## src/rtl/reg_writeback.sv

```systemverilog
// Writeback arbiter: ALU results vs. a 2-entry load queue, with starvation guard and pending-load tracking.
// Latency: 1 cycle from selection to write port; backpressure via alu_ready_o / lsu_ready_o.
module reg_writeback #(
    parameter int XLEN         = 32,
    parameter int REG_COUNT    = 32,
    parameter int STARVE_LIMIT = 4,
    localparam int AW          = $clog2(REG_COUNT)
) (
    input  logic                 clk,
    input  logic                 rst,
    input  logic                 alu_valid_i,
    output logic                 alu_ready_o,
    input  logic [AW-1:0]        alu_rd_i,
    input  logic [XLEN-1:0]      alu_data_i,
    input  logic                 lsu_valid_i,
    output logic                 lsu_ready_o,
    input  logic [AW-1:0]        lsu_rd_i,
    input  logic [XLEN-1:0]      lsu_data_i,
    input  logic                 issue_valid_i,
    input  logic [AW-1:0]        issue_rd_i,
    output logic [REG_COUNT-1:0] pending_o,
    output logic                 write_en_o,
    output logic [AW-1:0]        write_addr_o,
    output logic [XLEN-1:0]      write_data_o
);
    localparam int SW = $clog2(STARVE_LIMIT + 1);

    logic [1:0]           count_q, count_d;
    logic                 rd_ptr_q, rd_ptr_d;
    logic                 wr_ptr_q, wr_ptr_d;
    logic [AW-1:0]        q_rd_q   [2];
    logic [AW-1:0]        q_rd_d   [2];
    logic [XLEN-1:0]      q_data_q [2];
    logic [XLEN-1:0]      q_data_d [2];
    logic [SW-1:0]        starve_q, starve_d;
    logic [REG_COUNT-1:0] pending_q, pending_d;
    logic                 wen_q, wen_d;
    logic [AW-1:0]        waddr_q, waddr_d;
    logic [XLEN-1:0]      wdata_q, wdata_d;

    logic                 q_nonempty, starve_ovr, push, pop, alu_take;
    logic [AW-1:0]        sel_rd;
    logic [XLEN-1:0]      sel_data;
    logic [REG_COUNT-1:0] set_mask, clr_mask;

    always_comb begin
        q_nonempty = (count_q != 2'd0);
        starve_ovr = q_nonempty && (starve_q == SW'(STARVE_LIMIT));
        // Ready depends only on registered state, so an entry pushed this cycle cannot be popped this cycle.
        lsu_ready_o = (count_q < 2'd2);
        alu_ready_o = !starve_ovr;
        push        = lsu_valid_i && lsu_ready_o;
        alu_take    = alu_valid_i && !starve_ovr;
        pop         = q_nonempty && (starve_ovr || !alu_valid_i);

        count_d  = count_q + {1'b0, push} - {1'b0, pop};
        wr_ptr_d = wr_ptr_q ^ push;
        rd_ptr_d = rd_ptr_q ^ pop;
        q_rd_d   = q_rd_q;
        q_data_d = q_data_q;
        if (push) begin
            q_rd_d[wr_ptr_q]   = lsu_rd_i;
            q_data_d[wr_ptr_q] = lsu_data_i;
        end

        starve_d = starve_q;
        if (!q_nonempty || pop)
            starve_d = '0;
        else if (alu_take && (starve_q != SW'(STARVE_LIMIT)))
            starve_d = starve_q + SW'(1);

        sel_rd   = alu_rd_i;
        sel_data = alu_data_i;
        if (pop) begin
            sel_rd   = q_rd_q[rd_ptr_q];
            sel_data = q_data_q[rd_ptr_q];
        end
        wen_d   = (pop || alu_take) && (sel_rd != '0);
        waddr_d = waddr_q;
        wdata_d = wdata_q;
        if (pop || alu_take) begin
            waddr_d = sel_rd;
            wdata_d = sel_data;
        end

        set_mask = '0;
        clr_mask = '0;
        if (issue_valid_i && (issue_rd_i != '0))
            set_mask[issue_rd_i] = 1'b1;
        if (pop)
            clr_mask[q_rd_q[rd_ptr_q]] = 1'b1;
        // Set is applied after clear so a same-cycle reissue keeps the register pending.
        pending_d    = (pending_q & ~clr_mask) | set_mask;
        pending_d[0] = 1'b0;
    end

    always_ff @(posedge clk) begin
        if (rst) begin
            count_q     <= '0;
            rd_ptr_q    <= 1'b0;
            wr_ptr_q    <= 1'b0;
            q_rd_q[0]   <= '0;
            q_rd_q[1]   <= '0;
            q_data_q[0] <= '0;
            q_data_q[1] <= '0;
            starve_q    <= '0;
            pending_q   <= '0;
            wen_q       <= 1'b0;
            waddr_q     <= '0;
            wdata_q     <= '0;
        end else begin
            count_q     <= count_d;
            rd_ptr_q    <= rd_ptr_d;
            wr_ptr_q    <= wr_ptr_d;
            q_rd_q[0]   <= q_rd_d[0];
            q_rd_q[1]   <= q_rd_d[1];
            q_data_q[0] <= q_data_d[0];
            q_data_q[1] <= q_data_d[1];
            starve_q    <= starve_d;
            pending_q   <= pending_d;
            wen_q       <= wen_d;
            waddr_q     <= waddr_d;
            wdata_q     <= wdata_d;
        end
    end

    assign pending_o    = pending_q;
    assign write_en_o   = wen_q;
    assign write_addr_o = waddr_q;
    assign write_data_o = wdata_q;
endmodule

```

## config.mk

```make
export PLATFORM = sky130hd
export DESIGN_NAME = reg_writeback
export DESIGN_NICKNAME = d
export VERILOG_FILES = /design/src/rtl/reg_writeback.sv
export SDC_FILE = /design/constraint.sdc
export NUM_CORES = 1
export LEC_CHECK = 0
export CAP_MARGIN = 20
export CORE_MARGIN = 2
export CORE_UTILIZATION = 45
export CTS_CLUSTER_SIZE = 12
export DETAILED_ROUTE_END_ITERATION = 10
export GPL_TIMING_DRIVEN = 0
export HOLD_SLACK_MARGIN = 0.12
export PLACE_DENSITY = 0.79
export SKIP_CTS_REPAIR_TIMING = 1
export SYNTH_ARGS = -nofsm -noshare
export SYNTH_HDL_FRONTEND = slang
export SYNTH_SLANG_ARGS = --single-unit
export TNS_END_PERCENT = 10
```

## constraint.sdc

```tcl
create_clock -name clk -period 2.1 [get_ports clk]
set_input_delay 0.42 -clock clk [delete_from_list [all_inputs] [get_ports clk]]
set_output_delay 0.42 -clock clk [all_outputs]
set_load 0.01 [all_outputs]
```

==> results.cfg <==
[critical_path]
cp-start-kind = input pin
startpoint = alu_valid_i
worstPathArrival_ns = 2.51
cp_max_fo = 10
path_class = in2reg
worstPathRequired_ns = 2.41
rr_startpoint = starve_q[0]
end_kind = flip-flop

[synthesis]
dominantRegCellSynth = dfxtp_1
yosys.cell_types.count = 44
synth-edff-count = 0
ys_async_sr_fraction = 0
post_synth_inst_count = 768
syn_nets = 858
synth_area_leader_cell = dfxtp_1
yosys.cell_count.top_type = dfxtp_1
synth_commonest_cells = dfxtp_1 (150), mux2i_1 (78), nor2_1 (78), nor2b_1 (64), nand2_1 (46)
syn_area_um2 = 7081
synth_top_area_frac = 0.4241
yosysWarningCount = 0
synth.area.top_cells = dfxtp_1 (42%), mux2i_1 (11%), nor2b_1 (5.7%)
seq_area_frac_synth = 0.4241
ys_ff_latch = 150
syn_avg_cell_area_um2 = 9.219

[timing]
fin_tns_setup_ns = -0.1054
fmaxAchievable_mhz = 453.4
slew_violations = 0
max_slew.worst_pin.slew_ns = 1.137
max-slew-margin-rel = 0.2359
fin_ws_ns = -0.1054
clock_skew_ns = 0.006657
finalCritPeriodShare = 1.050
final-setup-viol-count = 1
hold_viol = 0
rsz0062_at_grt = true
post-route-min-period_ns = 2.205

[outcome]
violations = negative setup slack
status = complete, but fails checks

[placed_design]
place_hpwl_mm = 15.00
port_buffers = 153
place_congestion = 0.8680

[final_layout]
nNetsFinal = 1029
drive_gt1_frac = 0.09253
fillCellCount = 1339
area_growth_syn_to_layout_pct = 34.72

[floorplan]
start_util = 0.4623
die_h_um = 129.4
dieWidth_um = 129.4
io-pin-count = 156
num_rows = 45
die_area_um2 = 16750
core-area_um2 = 15310

[routing]
wire_per_inst_um = 18.47
drc_errors = 0
drt-total-wl_mm = 21.48
viasPerCell = 5.760
ant_nets = 0
vias = 6699
drt-initial-drc-count = 516
firstDrtPassIters = 5

[power]
max-vdd-ir-drop_mv = 0.7199
finalPower_mw = 11.22
power.density_nw_per_um2 = 1176
p_leak_nw = 3.525

[global_routing]
grtUsageTotal = 0.2561
gr-total-overflow = 0
grt_max_degree = 17
grt_first_pass_wirelength_mm = 33.34
grt_pass1_vias = 6530
antenna_found_initial = 1

[hold_path]
hold_start = write_data_o[19]
hp-class = reg2reg

[clocking]
numCtsBuffers = 17
clk_path_buf_depth = 2
cts-root-buf = clkbuf_16
cts_tree = done
htreeDepth = 4
clkSinkCount = 150
clkTransAtPathRegs_ns = 0.06
insertion_delay_ns = 0.43

[job]
drv_cap = 0
worst max-delay path: stages:
cell	delay, ns
clkdlybuf4s50_1	0.60
a21boi_4	0.34
buf_6	0.21
nor2_1	0.07
ha_1	0.28
inv_1	0.04
ha_1	0.18
xnor2_1	0.17
xnor2_1	0.15
nor2_1	0.05
state kept, by name, indices dropped and copies added, names as in the netlist:
name,cells
count_q,2
write_addr_o,5
write_data_o,32
pending_o,31
rd_ptr_q,1
wr_ptr_q,1
starve_q,3
q_rd_q,10
q_data_q,64
write_en_o,1
per-layer routing:
layer | vias up | share of wire | track usage
met4 | 0 | 0.039 | 0.1284
met1 | 3167 | 0.43 | 0.3250
met3 | 65 | 0.069 | 0.05698
li1 | 3176 | - | -
met5 | - | 0 | 0
met2 | 291 | 0.46 | 0.4124
cells by family (layout without fill, tap and decap cells):
kind of cell | count (synthesis) | count (layout) | synth area share
flops | 150 | 150 | 0.4241
other cells | 1 | 2 | 0.0005296
xor+xnor | 3 | 3 | 0.003712
mux | 84 | 84 | 0.1212
buf+inv | 77 | 260 | 0.05160
fa+ha+maj | 6 | 6 | 0.01060
compound gates | 192 | 192 | 0.2041
simple gates | 255 | 255 | 0.1841
layout by cell type (no fill, tap or decap), types with 4 or more instances in the layout:
| cell | synthesis | layout |
|---|---|---|
| inv_1 | 6 | 6 |
| a22oi_1 | 24 | 24 |
| a21oi_1 | 38 | 38 |
| nor2b_1 | 64 | 64 |
| clkbuf_1 | 34 | 32 |
| nor2_1 | 78 | 78 |
| o41ai_2 | 10 | 10 |
| o21ai_0 | 25 | 25 |
| clkdlybuf4s50_1 | 0 | 152 |
| nand3_1 | 39 | 39 |
| mux2i_1 | 78 | 78 |
| nor3_1 | 6 | 6 |
| buf_6 | 4 | 5 |
| ha_1 | 6 | 5 |
| bufinv_16 | 0 | 4 |
| buf_2 | 28 | 25 |
| o31ai_1 | 37 | 37 |
| dfxtp_1 | 150 | 150 |
| a2111oi_0 | 32 | 32 |
| nand2_1 | 46 | 46 |
| o41ai_1 | 21 | 21 |
| clkbuf_16 | 0 | 17 |
power breakdown:
group          internal [mW]  switching, mW
Clock                   2.08           1.24
Combinational           1.88           2.17
Sequential              3.50          0.354
Total                   7.46           3.76
worst paths after layout:
check,end,cells after the start,slack (ns)
min,write_data_o[19],2,0.45
min reg2reg,write_data_o[19],2,0.45
max,count_q[1],10,-0.11
max reg2reg,count_q[1],11,-0.05
metrics by stage:
stage / setup slack, ns / util / hold WS [ns] / instances / instance area, um^2
3_5_place_dp: -0.7366 / 0.5796 / 0.4382 / 1132 / 8876
6_report: -0.1054 / 0.6229 / 0.4526 / 1163 / 9539
5_1_grt: -0.1757 / 0.6229 / 0.4675 / 1163 / 9539
4_1_cts: -0.5953 / 0.6213 / 0.4522 / 1163 / 9515
2_1_floorplan: 0.03795 / - / 0.4324 / 768 / 7081
3_3_place_gp: -0.6752 / 0.5796 / 0.4340 / 1132 / 8876
final cells by class:
| type | instances | area, um^2 | share of cell area |
|---|---|---|---|
| diodes | 1 | 2.502 | 0.0002623 |
| plain buffers | 70 | 351.6 | 0.03686 |
| clock buffers | 20 | 466.7 | 0.04892 |
| clock inverters | 11 | 172.7 | 0.01810 |
| inverters | 6 | 22.52 | 0.002361 |
| multi-input cells | 541 | 3722 | 0.3902 |
| flip-flops and latches | 150 | 3003 | 0.3148 |
| well taps | 211 | 264.0 | 0.02768 |
| repair buffers | 153 | 1534 | 0.1608 |
Power figures use the tool's default switching activity.
